$ cat src/rtl/probe_channel_mux_if.sv
// probe_channel_mux_if
//   Groups the channel-select, probe data and status signals of
//   probe_channel_mux into one bundle.
//   master : drives sel, sel_load, din, err_clr; observes the status outputs
//   slave  : the mux itself
//   sel        one-hot channel request, applied on sel_load
//   din        N_CH channels of W bits, channel k at din[k*W +: W]
//   err_clr    clears sel_err
//   dout       registered data of the active channel (0 unless dout_valid)
//   dout_valid dout carries channel data
//   active_ch  binary index of the active channel
//   busy       blanking in progress
//   sel_err    sticky invalid-select flag
//   act_cnt    saturating transition count on bit 0 of the active channel
interface probe_channel_mux_if #(
  parameter int N_CH = 8,
  parameter int W    = 1,
  parameter int CW   = 16
);
  localparam int AW = $clog2(N_CH);

  logic [N_CH-1:0]   sel;
  logic              sel_load;
  logic [N_CH*W-1:0] din;
  logic              err_clr;
  logic [W-1:0]      dout;
  logic              dout_valid;
  logic [AW-1:0]     active_ch;
  logic              busy;
  logic              sel_err;
  logic [CW-1:0]     act_cnt;

  modport master (
    output sel, sel_load, din, err_clr,
    input  dout, dout_valid, active_ch, busy, sel_err, act_cnt
  );

  modport slave (
    input  sel, sel_load, din, err_clr,
    output dout, dout_valid, active_ch, busy, sel_err, act_cnt
  );
endinterface

$ cat src/rtl/probe_channel_mux.sv
// probe_channel_mux
//   Selects one of N_CH probe channels onto a registered output. A channel
//   switch is followed by BLANK cycles of blanking before data is shown.
//   While running, transitions on bit 0 of the active channel are counted.
//   clk  : rising-edge clock
//   rst  : asynchronous active-high reset
//   bus  : probe_channel_mux_if.slave (sel/sel_load/din/err_clr in,
//          dout/dout_valid/active_ch/busy/sel_err/act_cnt out)
module probe_channel_mux #(
  parameter int N_CH  = 8,
  parameter int W     = 1,
  parameter int BLANK = 4,
  parameter int CW    = 16
) (
  input  logic               clk,
  input  logic               rst,
  probe_channel_mux_if.slave bus
);

  localparam int AW = $clog2(N_CH);
  localparam int BW = $clog2(BLANK + 2);

  typedef enum logic [1:0] {
    S_IDLE  = 2'd0,
    S_BLANK = 2'd1,
    S_RUN   = 2'd2
  } state_t;

  state_t        state_q, state_d;
  logic [AW-1:0] ch_q, ch_d;
  logic [BW-1:0] bc_q, bc_d;
  logic [CW-1:0] cnt_q, cnt_d;
  logic          ref_q, ref_d;
  logic          ref_ok_q, ref_ok_d;
  logic          err_q, err_d;
  logic [W-1:0]  dout_q;
  logic          dv_q;

  logic          sel_ok;
  logic [AW-1:0] sel_idx;
  logic          load_ok;
  logic          load_bad;
  logic [W-1:0]  ch_data [N_CH];
  logic [W-1:0]  cur;

  // One-hot check and binary encode of sel in one pass.
  always_comb begin
    int unsigned ones;
    ones    = 0;
    sel_idx = '0;
    for (int unsigned k = 0; k < N_CH; k++) begin
      if (bus.sel[k]) begin
        ones    = ones + 1;
        sel_idx = AW'(k);
      end
    end
    sel_ok = (ones == 1);
  end

  assign load_ok  = bus.sel_load & sel_ok;
  assign load_bad = bus.sel_load & ~sel_ok;

  always_comb begin
    for (int unsigned k = 0; k < N_CH; k++) begin
      ch_data[k] = bus.din[k*W +: W];
    end
  end

  assign cur = ch_data[ch_q];

  // Next-state logic. A valid load overrides whatever the current state
  // would otherwise do; an invalid load only touches the error flag.
  always_comb begin
    state_d  = state_q;
    ch_d     = ch_q;
    bc_d     = bc_q;
    cnt_d    = cnt_q;
    ref_d    = ref_q;
    ref_ok_d = ref_ok_q;

    if (load_ok) begin
      ch_d     = sel_idx;
      bc_d     = BW'(BLANK);
      cnt_d    = '0;
      ref_ok_d = 1'b0;
      state_d  = (BLANK == 0) ? S_RUN : S_BLANK;
    end else begin
      case (state_q)
        S_BLANK: begin
          bc_d = (bc_q == '0) ? '0 : bc_q - BW'(1);
          if (bc_q <= BW'(1)) begin
            state_d = S_RUN;
          end
        end
        S_RUN: begin
          // First RUN edge only establishes the reference bit.
          ref_d    = cur[0];
          ref_ok_d = 1'b1;
          if (ref_ok_q && (cur[0] != ref_q) && (cnt_q != '1)) begin
            cnt_d = cnt_q + CW'(1);
          end
        end
        default: ;
      endcase
    end

    // Setting wins over clearing when both happen in one cycle.
    if (load_bad) begin
      err_d = 1'b1;
    end else if (bus.err_clr) begin
      err_d = 1'b0;
    end else begin
      err_d = err_q;
    end
  end

  always_ff @(posedge clk or posedge rst) begin
    if (rst) begin
      state_q  <= S_IDLE;
      ch_q     <= '0;
      bc_q     <= '0;
      cnt_q    <= '0;
      ref_q    <= 1'b0;
      ref_ok_q <= 1'b0;
      err_q    <= 1'b0;
      dout_q   <= '0;
      dv_q     <= 1'b0;
    end else begin
      state_q  <= state_d;
      ch_q     <= ch_d;
      bc_q     <= bc_d;
      cnt_q    <= cnt_d;
      ref_q    <= ref_d;
      ref_ok_q <= ref_ok_d;
      err_q    <= err_d;
      dout_q   <= (state_q == S_RUN) ? cur : '0;
      dv_q     <= (state_q == S_RUN);
    end
  end

  assign bus.dout       = dout_q;
  assign bus.dout_valid = dv_q;
  assign bus.active_ch  = ch_q;
  assign bus.busy       = (state_q == S_BLANK);
  assign bus.sel_err    = err_q;
  assign bus.act_cnt    = cnt_q;

endmodule

$ cat src/flat_wrapper.sv
// flat-port wrapper written by rule: the top's interface ports become plain ports
module probe_channel_mux_flat 
#(
  parameter int N_CH  = 8,
  parameter int W     = 1,
  parameter int BLANK = 4,
  parameter int CW    = 16
)
  (clk, rst, bus_sel, bus_sel_load, bus_din, bus_err_clr, bus_dout, bus_dout_valid, bus_active_ch, bus_busy, bus_sel_err, bus_act_cnt);
  probe_channel_mux_if #(.N_CH(N_CH), .W(W), .CW(CW)) bus_i ();
  input  logic clk;
  input  logic rst;
  input wire logic [$bits(bus_i.sel)-1:0] bus_sel;
  input wire logic [$bits(bus_i.sel_load)-1:0] bus_sel_load;
  input wire logic [$bits(bus_i.din)-1:0] bus_din;
  input wire logic [$bits(bus_i.err_clr)-1:0] bus_err_clr;
  output wire logic [$bits(bus_i.dout)-1:0] bus_dout;
  output wire logic [$bits(bus_i.dout_valid)-1:0] bus_dout_valid;
  output wire logic [$bits(bus_i.active_ch)-1:0] bus_active_ch;
  output wire logic [$bits(bus_i.busy)-1:0] bus_busy;
  output wire logic [$bits(bus_i.sel_err)-1:0] bus_sel_err;
  output wire logic [$bits(bus_i.act_cnt)-1:0] bus_act_cnt;
  assign bus_i.sel = bus_sel;
  assign bus_i.sel_load = bus_sel_load;
  assign bus_i.din = bus_din;
  assign bus_i.err_clr = bus_err_clr;
  assign bus_dout = bus_i.dout;
  assign bus_dout_valid = bus_i.dout_valid;
  assign bus_active_ch = bus_i.active_ch;
  assign bus_busy = bus_i.busy;
  assign bus_sel_err = bus_i.sel_err;
  assign bus_act_cnt = bus_i.act_cnt;
  probe_channel_mux #(.N_CH(N_CH), .W(W), .BLANK(BLANK), .CW(CW)) u_core (.clk(clk), .rst(rst), .bus(bus_i));
endmodule
$ cat config.mk
export PLATFORM = sky130hd
export DESIGN_NAME = probe_channel_mux_flat
export DESIGN_NICKNAME = d
export VERILOG_FILES = /design/src/rtl/probe_channel_mux_if.sv /design/src/rtl/probe_channel_mux.sv /design/src/flat_wrapper.sv
export SDC_FILE = /design/constraint.sdc
export NUM_CORES = 1
export LEC_CHECK = 0
export CORE_ASPECT_RATIO = 0.7
export CORE_MARGIN = 1.5
export CORE_UTILIZATION = 55
export DETAILED_ROUTE_END_ITERATION = 10
export DONT_BUFFER_PORTS = 1
export PLACE_DENSITY_LB_ADDON = 0.08
export SLEW_MARGIN = 25
export SYNTH_ARGS = -nofsm -noshare
export SYNTH_HDL_FRONTEND = slang
export SYNTH_SLANG_ARGS = --single-unit
$ cat constraint.sdc
create_clock -name clk -period 2.6 [get_ports clk]
set_input_delay 0.39 -clock clk [delete_from_list [all_inputs] [get_ports clk]]
set_output_delay 0.39 -clock clk [all_outputs]
set_load 0.02 [all_outputs]
==> run summary, run 1 <==
The worst path required time is 2.77 ns. During placement, the flow inserted port buffers numbering 0. The number of nets handed over by synthesis was 259. The floorplan has 18 rows.

The number of diodes added for antenna fixing came out at 0. The combined global-route utilization of all metal layers is 24.8%. 43 I/O pins were placed.

The final number of hold-violating endpoints is 0. The clock transition at the registers of the reported paths is 0.06 ns. The remaining antenna violation count after routing is 0.

The first global-routing pass estimated 7.62 mm of wire. Entering global routing, the biggest net connects 30 pins. The total power draw came out at 0.00215 W. Summing the areas of all fa, ha and maj instances in the mapped netlist gives 6.08% of the synthesized area. The largest total area in the synthesized netlist belongs to dfrtp_1. The count of vias placed by the detailed router came out at 1,778. The worst path in the final design needs a cycle of 4.07 ns, including I/O delays and setup. The signal arrival time at the worst endpoint is 4.24 ns. TritonCTS built the clock tree.

Setup violations remaining at the end of the flow were counted as 27. The standard cell core area came out at 3560 um2. The number of unique standard cell types used by synthesis is 49. Timing would allow up to 246 MHz. The register-to-register setup slack is 0.13 ns.

The synthesized design contains 0 enable-type register cells. The share of synthesized cell area in and, or, nand and nor gates came out at 23.0%. Between clock sinks in the finished design, the worst skew comes to 0.00467 ns. The share of the synthesized area in the top cell type came out at 35.3%. The detailed placement HPWL came out at 3.51 mm.

The critical path is of the input port to flip-flop type. The die area came out at 4120 um2. The run finished, with violations left. The worst setup path is launched from an input port. The number of remaining DRC errors is 0. The compound-cell area share of the yosys netlist is 12.6%. At the later pin of the worst-skew pair, clock insertion delay measures 0.28 ns. The number of buffers added to fix hold violations after cts came out at 0. Clock tree synthesis found a total of 29 sinks. The violation count after the first detailed-route iteration is 65. The count of yosys warnings during synthesis came out at 0.

Across all setup checks in the final design, the least slack found is -1.47 ns. The cell seen most often among critical-path stages is nand2_2. Setup repair after global routing could not meet its margin everywhere. In the post-synthesis netlist, the biggest area contributors are dfrtp_1 (35%), nor2_1 (6.6%), ha_1 (6.1%), xnor2_1 (5.5%), xor2_1 (4.7%).

Counting flops with an async set or reset pin after synthesis yields a share of 100%. The largest fanout of any net on the critical path came out at 5. The static leakage power is 1.16 nW.

Counting cells, the worst reg-to-reg path comes to 8. Walking the worst path, the cells encountered are inv_12 -> ha_4 -> xor2_1 -> ha_1 -> nand2_2 -> o31ai_2 -> ha_1 -> inv_2 -> a21boi_2 -> ha_1 -> nand2_2 -> nand2_2 -> ha_4 -> nand2_2 -> o21ai_2 -> a21o_1 -> ha_4 -> a21o_1 -> and2_1 -> a2bb2oi_2 -> o211ai_2 -> a211oi_4 -> buf_6 -> mux2_4. Leaving out fill and tap cells, the most frequent cells in the layout are nor2_1 (35), buf_4 (34), dfrtp_1 (29). The area growth from synthesis to layout is 24.5%. The number of violations of the max-capacitance limit came out at 0.

For this design the ratio of total power to cell area is 840 nW/um2. The mapped netlist covers 2060 um2. The floorplan die width is 76.1 um. The worst reg2reg path endpoint is u_core.bus.act_cnt[5]. In this design, the stage delay of the slowest critical-path cell is 0.31 ns. The max-slew violation count is 0. The synthesized instance count came out at 229. After detailed routing, the average wire length per cell comes to 16.0 um. The checks that failed: setup timing. The initial antenna violation count came out at 0. The fraction of synthesized cell area in xor and xnor cells came out at 13.3%. The share of cells above drive strength 1 is 27.1%. The buffer levels on the longest clock path came out at 2. Sequential cells were found to cover 35.3% of the synthesized design area. The number of global-route vias before repair came out at 1,661.

After global routing the overflow that remains totals 0. The number of buffers added by the clock tree synthesis step is 5. Counting flops and latches in the post-synthesis netlist gives 29. The mux share of post-synthesis cell area is 4.81%.

The maximum level of the CTS H-tree came out at 2. The wire length after detailed routing came out at 5.00 mm. The first-pass iteration count of the detailed router is 4. The initial cell density of the core came out at 57.8%. The leading cell type in the layout, fill and taps excluded is nor2_1. The ratio of final minimum period to clock period is 157%. The combinational family with the most area after synthesis is simple AND/OR/NAND/NOR gates. The peak ir drop on the vdd network is 540 uV. STA classifies the critical path endpoint as a flip-flop.

The worst min-delay path class is input port to async pin. The mean instance size in the synthesized netlist came out at 8.98 um2. The transition time at the pin with the least slew margin came out at 0.594 ns.

The flip-flop cell with the highest count after synthesis is dfrtp_1. The last weighted congestion value of the routability-driven placer is 0.872. CTS placed an instance of clkbuf_8 at the clock tree root. Measured on the finished design, the core utilization comes to 71.9%.

The startpoint of the worst-slack reg-to-reg timing path is u_core.bus.active_ch[0]. The count of nets after finishing came out at 292. In this run the vertical extent of the chip is 54.2 um. The detailed-route vias per instance is 5.70. The worst-case headroom to the max-slew limit is 60.1%. The slowest stage of the critical path is the ha_1 cell.
==> how the worst max path moves through the flow <==
stage	slack, ns	depth (start not counted)	startpoint	endpoint
6_report	-1.47	24	bus_sel[1]	u_core.bus.active_ch[1]
5_1_grt	-1.65	24	bus_sel[1]	u_core.bus.active_ch[1]
4_1_cts	-1.35	23	bus_sel[0]	u_core.bus.active_ch[1]
3_5_place_dp	-1.92	23	bus_sel[0]	u_core.bus.act_cnt[8]
3_3_place_gp	-1.73	22	bus_sel[0]	u_core.bus.active_ch[1]
2_1_floorplan	-1.68	22	bus_sel[1]	u_core.bus.active_ch[2]
==> cells in the mapped netlist (2+ instances only) <==
library cell,n
nand2_1,13
nor2b_1,4
mux4_2,2
nor3_1,8
o31ai_1,5
xnor2_1,13
mux2i_1,2
xor2_1,11
dfrtp_1,29
nor3b_1,2
a21o_1,2
nand4_1,8
o21ai_0,3
nand3b_1,2
buf_2,4
o22ai_1,2
nand3_1,10
mux2_2,3
ha_1,10
and2_1,3
and3_1,4
nor2_1,36
inv_1,16
nand2b_1,3
clkbuf_1,5
a21oi_1,6
==> cell families after synthesis <==
kind of cell	after synthesis
simple gates	97
compound gates	33
flops	29
xor+xnor	27
buf+inv	26
fa+ha+maj	10
mux	7
==> repair_timing <==
item,in CTS,in global routing
setup buffers,7,1
endpoints found under the setup margin,27,27
pin swaps,17,14
gates cloned,0,0
gates resized for setup,5,10
==> report_power, final <==
group	internal, W	switching (W)
registers	0.000562	0.000198
logic	0.000515	0.000502
clock network	0.000209	0.000163
==> flip-flops by register name (all words and copies together) (netlist names) <==
| name | count |
|---|---|
| u_core.bc_q | 3 |
| u_core.bus.act_cnt | 16 |
| u_core.ref_q | 1 |
| u_core.bus.dout | 1 |
| u_core.bus.active_ch | 3 |
| u_core.state_q | 2 |
| u_core.bus.sel_err | 1 |
| u_core.bus.dout_valid | 1 |
| u_core.ref_ok_q | 1 |
==> stage by stage <==
stage | worst slack (ns) | instances | area (um2) | TNS, ns | hold WS (ns)
after CTS | -1.35 | 311 | 2500 | -34.94 | 0.0626
after floorplan | -1.68 | 229 | 2110 | -43.99 | 0.458
after global placement | -1.73 | 297 | 2340 | -45.68 | 0.361
after detailed placement | -1.92 | 297 | 2340 | -50.46 | 0.368
final | -1.47 | 312 | 2560 | -37.30 | 0.0553
after global routing | -1.65 | 312 | 2560 | -42.61 | 0.0867
==> layer usage <==
layer	track usage [%]	wire (um)	up-vias
met4	10.5	151	0
met3	9.15	435	18
met2	37.2	2180	77
met5	0	0	-
met1	32.6	2240	829
li1	-	-	854
==> final cells by class <==
cell class              instances  area [um2]
multi-input cells             174        1320
clock buffers                   7        86.3
repair buffers                 36         278
fillers                       291         998
inverters                      16        85.1
flip-flops and latches         29         726
well taps                      50        62.6
==> critical path: cells and delay by family <==
family | cells | cell delay, ns
buffers and inverters | 3 | 0.21
xor gates and xnor gates | 1 | 0.15
muxes | 1 | 0.30
AOI/OAI and AO/OA | 8 | 1.16
and+or+nand+nor | 5 | 0.47
adders and majority gates | 6 | 1.52
Power figures use the tool's default switching activity.
==> run 2, diff against run 1 <==
Settings changed: CORE_ASPECT_RATIO 0.7 to 1.1, SKIP_LAST_GASP set to 1.
==> run summary, run 2 (same netlist as run 1, synthesis figures left out) <==
The first-pass GRT wire length is 7.27 mm. The peak ir drop on the vdd network came out at 418 uV. Power spread over the standard cell area amounts to 837 nW/um2.

The first-pass iteration count of the detailed router is 4. The number of global-route vias before repair came to 1,661. The static leakage power came out at 1.16 nW. The final design instance area without fill is 2540 um2. Across every metal layer, demand over resource in global routing totals 23.9%. The floorplan step defined a die boundary enclosing 4120 um2. The leading cell type in the layout, fill and taps excluded is nor2_1. The ratio of final minimum period to clock period came out at 152%. TritonCTS built the clock tree. The floorplan die width came out at 61.3 um.

In this run the standard cell core region covers 3630 um2. The count of input and output buffers came out at 0. The number of rows in the core area came out at 23. The detailed placement HPWL is 3.42 mm. The clock insertion delay at the later pin of the skew report is 0.28 ns. Setup repair after global routing could not meet its margin everywhere. In the final layout, the share of cells above drive strength 1 is 26.4%. The total power draw is 0.00213 W. Using the TritonRoute via totals, the vias-per-cell ratio works out to 5.60. The number of violations of the max-capacitance limit is 0. The initial antenna violation count came out at 0. The largest fanout of any net on the critical path is 4.

The number of flip-flops under the largest register name came out at 16. Pin placement for this block handled 43 I/O pins. The clock passes through at most 2 buffers.

The final reports fail on setup timing. Summing all placed instances gives a cell area of 2350 um2. The violation count after the first detailed-route iteration came out at 119. Based on the critical path, the design can be clocked at up to 253 MHz. The tree built by TritonCTS fans out to 29 sinks. STA puts the critical path data arrival time at 4.12 ns. The library cells used most frequently in the layout, excluding fill and tap cells, are nor2_1 (35), buf_4 (33), dfrtp_1 (29). The flow ran to the end, but the final reports show violations. After detailed routing, the average wire length per cell comes to 15.0 um. The worst min-delay path class is input port to async pin.

The initial cell density of the core is 56.7%. In the post-route analysis, the smallest setup slack over all paths is -1.36 ns. The clock transition at the registers of the reported paths came out at 0.06 ns.

The worst setup path is captured at a flip-flop. The last weighted congestion value of the routability-driven placer is 0.857. In this run the number of H-tree levels came out at 2. The final number of hold-violating endpoints came out at 0.

The aggregate global routing overflow is 0. The wire length after detailed routing came out at 4.67 mm. The worst hold-check slack is 0.0555 ns. Across the routed clock network, the largest skew measured is 0.00430 ns. The number of buffers added to fix hold violations after cts is 0. The max-slew violation count is 0. The count of vias placed by the detailed router came out at 1,741. The height of the die came out at 67.1 um. The critical path is of the input port to flip-flop type. The final-layout setup total negative slack came out at -35.28 ns.

The number of buffers added by the clock tree synthesis step is 5. The worst-case headroom to the max-slew limit came out at 64.9%. Data on the critical path is required at its endpoint by 2.77 ns. The tree is rooted in a clkbuf_8. Setup violations remaining at the end of the flow were counted as 27. The largest net degree at the start of global routing came out at 30. The area growth from synthesis to layout is 23.6%.

The final critical-path required period came out at 3.96 ns. The number of diodes added for antenna fixing is 0. The number of remaining DRC errors is 0. STA classifies the critical path startpoint as an input port. The transition time at the pin with the least slew margin is 0.519 ns. After the last flow step, the layout net total stands at 290. The remaining antenna violation count after routing is 0.
run 2: final cells by class:
class	instances	area, um2
multi-input cells	174	1310
fillers	306	1080
flip-flops and latches	29	726
repair buffers	34	263
clock buffers	7	96.3
inverters	16	80.1
well taps	50	62.6
clock inverters	1	5.00
run 2: repair_timing:
action,in CTS,in global routing
buffers inserted,3,2
pin swaps,15,9
resized for setup,4,8
setup endpoints to repair,27,27
run 2: path summary, 6_finish.rpt:
path	depth (start not counted)	slack (ns)	to	startpoint
max	23	-1.36	u_core.bus.active_ch[1]	bus_sel[0]
min	2	0.06	u_core.bus.act_cnt[12]	rst
max reg2reg	7	0.18	u_core.bus.act_cnt[7]	u_core.bus.active_ch[0]
min reg2reg	2	0.50	u_core.ref_ok_q	u_core.ref_ok_q
max in group asynchronous	2	2.28	u_core.bus.sel_err	rst
min in group clk	1	0.21	u_core.bus.sel_err	bus_err_clr
run 2: routing by layer:
metal / up-vias / share of wire (%) / GRT usage, %
met5: - / 0 / 0
met4: 0 / 1.8 / 8.70
met3: 8 / 5.9 / 8.43
met2: 44 / 54 / 44.3
met1: 833 / 38 / 24.1
li1: 856 / - / -
run 2: power breakdown:
part           leakage, nW  switching [W]  internal [W]
registers            0.368       0.000186      0.000562
logic                0.740       0.000471      0.000499
clock network       0.0542       0.000171      0.000239
total                 1.16       0.000829       0.00130
run 2: through the flow:
step                      setup WS [ns]  std cells  util [%]
after floorplan                   -1.68        229         -
after global placement            -1.69        298      64.9
after detailed placement          -1.81        298      64.9
after CTS                         -1.30        309      68.8
after global routing              -1.53        311      70.1
final                             -1.36        311      70.1
run 2: critical path, cell delays in order:
cell	delay, ns
ha_2	0.18
nor2_2	0.12
nor2_1	0.06
ha_1	0.31
nand2_1	0.09
o31ai_2	0.06
ha_1	0.31
inv_2	0.06
a21boi_2	0.05
ha_1	0.31
nand2_2	0.07
nand2_1	0.05
ha_1	0.26
nand2_1	0.04
o21ai_1	0.07
a21o_1	0.13
ha_2	0.19
a21o_1	0.17
and2_4	0.18
a2bb2oi_4	0.15
o211ai_2	0.13
a211oi_4	0.38
mux2_4	0.34
==> run 3, diff against run 2 <==
Settings changed: CORE_UTILIZATION 55 to 63.
==> run summary, run 3 (same netlist as run 1, synthesis figures left out) <==
Max-cap violations in this run came to 0. The final setup skew is 0.00838 ns. The worst min-delay path class is input port to flip-flop. The initial antenna violation count is 1. For this design, the slowest cell found on the critical path is ha_1.

The number of global-route vias before repair came out at 1,963. The floorplan step set the die height to 62.9 um. The aggregate global routing overflow is 0. The finished layout holds 306 standard cells, fillers aside. The first-pass GRT wire length is 8.72 mm. The number of remaining DRC errors came out at 0. The count of vias placed by the detailed router is 1,947. Routability-driven placement finished with a final weighted congestion of 0.921. Row generation in the floorplan step produced 21 rows.

The total power draw is 0.00230 W. The maximum achievable frequency is 245 MHz. The detail route stage leaves a number of antenna-violating nets equal to 0. The final number of hold-violating endpoints is 0. Summing all placed instances gives a cell area of 2320 um2. The power density of the placed cells came out at 845 nW/um2.

The number of flip-flops under the largest register name is 16. The initial cell density of the core is 66.9%. The worst hold-check slack is 0.192 ns. The max-slew violation count is 0.

Wires add up to 6.36 mm. The static leakage power is 1.22 nW. Along the worst hold path, the cell count comes to 1. The total placed cells including tap cells came out at 280.

The final design instance area without fill is 2730 um2. The cell seen most often among critical-path stages is ha_4. VDD sags by at most 776 uV. Of the cells placed in the final design, the portion with a size suffix greater than 1 is 33.2%. The clock tree from TritonCTS is built. The maximum level of the CTS H-tree is 2. The cell depth of the worst flop-to-flop path came out at 7. STA classifies the critical path endpoint as a flip-flop. Dividing the detail-routed wire length by the instance count gives 20.8 um. The standard cell core area is 3070 um2. In this design, the stage delay of the slowest critical-path cell is 0.33 ns. The clock tree root driver cell is clkbuf_4.

The count of input and output buffers is 0. The sink count of the clock tree came out at 29. The detailed placement HPWL is 3.51 mm.

The clock transition at the registers of the reported paths is 0.08 ns. The worst path required time is 2.81 ns. Setup repair after global routing could not meet its margin everywhere.

Leaving out fill and tap cells, the most frequent cells in the layout are buf_4 (37), dfrtp_1 (29), nor2_1 (27). The library cell used most frequently in the layout, excluding fill and tap cells, is buf_4. The I/O pin count came out at 43. The violation count after the first detailed-route iteration came out at 207.

The sort of element at the start of the critical path is an input port. Global routing used 31.1% of the available tracks. The clock insertion delay at the later pin of the skew report came out at 0.33 ns. Entering global routing, the biggest net connects 18 pins. For the worst setup path, the data arrival time is 4.30 ns. The transition time at the pin with the least slew margin came out at 0.608 ns. The worst setup path is of the input port to flip-flop kind. Once routing completed, OpenROAD measured the worst setup slack at -1.49 ns. The count of nets after finishing came out at 301. The detailed-route vias per instance came out at 6.36.

The worst-case headroom to the max-slew limit came out at 59.2%. The setup violation total in the final timing report came out at 27. The die area came out at 3620 um2. The final critical-path required period is 4.09 ns.

The final reports fail on setup timing. The floorplan die width is 57.5 um. The pre-antenna-repair detailed-routing pass consisted of 4 iterations. The ratio of final minimum period to clock period came out at 157%. The synthesis-to-finish area growth is 32.5%. Traced cell by cell, the critical path runs through inv_12 -> ha_4 -> xor2_2 -> ha_1 -> nand2_1 -> o31ai_1 -> ha_1 -> inv_2 -> a21boi_4 -> ha_4 -> nand2_4 -> nand2_4 -> ha_4 -> nand2_2 -> o21ai_2 -> a21o_1 -> ha_4 -> a21o_4 -> o311ai_4 -> o211ai_2 -> a211oi_4 -> buf_4 -> mux2_4. The largest fanout of any net on the critical path is 3. The flow ran to the end, but the final reports show violations.

The number of buffers added by the clock tree synthesis step is 5. The clock passes through at most 2 buffers.
-- run 3: changes by cell type in the layout (fill, tap and decap cells not counted), sizes merged --
cell,before,now
dlygate4sd3,0,1
diode,0,1
clkinv,1,0
buf,34,44
-- run 3: routing by layer --
| metal | GRT usage, % | part of all wire (%) |
|---|---|---|
| met4 | 15.1 | 4.7 |
| met3 | 7.25 | 6.2 |
| met2 | 56.8 | 55 |
| met5 | 0 | 0 |
| met1 | 32.1 | 34 |
-- run 3: repair_timing --
item,4_1_cts,5_1_grt
pin swaps,15,11
endpoints found under the hold margin,12,0
hold buffers,1,0
cloned,2,0
setup buffers,13,5
setup endpoints to repair,27,27
gates resized for setup,5,39
-- run 3: critical path, delay by kind of cell --
family                     cells  cell delay (ns)
adders and majority gates      6             1.52
AOI/OAI and AO/OA              8             1.42
muxes                          1             0.29
and+or+nand+nor                4             0.27
buffers and inverters          3             0.24
xor gates and xnor gates       1             0.14
-- run 3: path summary, 6_finish.rpt --
path                                         startpoint                 endpoint  slack [ns]
worst max register to register  u_core.bus.active_ch[0]    u_core.bus.act_cnt[9]       -0.20
min in group asynchronous                           rst    u_core.bus.act_cnt[7]        0.51
worst min register to register        u_core.state_q[1]        u_core.state_q[1]        0.54
worst min-delay path                        bus_err_clr       u_core.bus.sel_err        0.19
max in group asynchronous                           rst    u_core.bus.dout_valid        1.49
worst max-delay path                         bus_sel[1]  u_core.bus.active_ch[0]       -1.49
-- run 3: cell type report --
type	count	area (um2)
Inverter	16	77.6
Timing Repair Buffer	45	387
Multi-Input combinational cell	174	1440
Antenna cell	1	2.50
Clock buffer	7	55.1
Tap cell	34	42.5
Fill cell	140	348
Sequential cell	29	726
-- run 3: per-stage QoR --
| stage | worst slack, ns | setup TNS (ns) | utilization [%] |
|---|---|---|---|
| 3_5_place_dp | -1.91 | -50.34 | 75.4 |
| 2_1_floorplan | -1.68 | -43.99 | - |
| 4_1_cts | -1.32 | -33.09 | 82.5 |
| 5_1_grt | -1.58 | -41.10 | 88.7 |
| 3_3_place_gp | -1.70 | -44.93 | 75.4 |
| 6_report | -1.49 | -38.30 | 88.7 |
-- run 3: power by group --
part / internal, W / leakage, nW / switching, W / total, W
registers: 0.000561 / 0.368 / 0.000204 / 0.000765
clock network: 0.000127 / 0.0314 / 0.000153 / 0.000280
logic: 0.000632 / 0.821 / 0.000627 / 0.00126
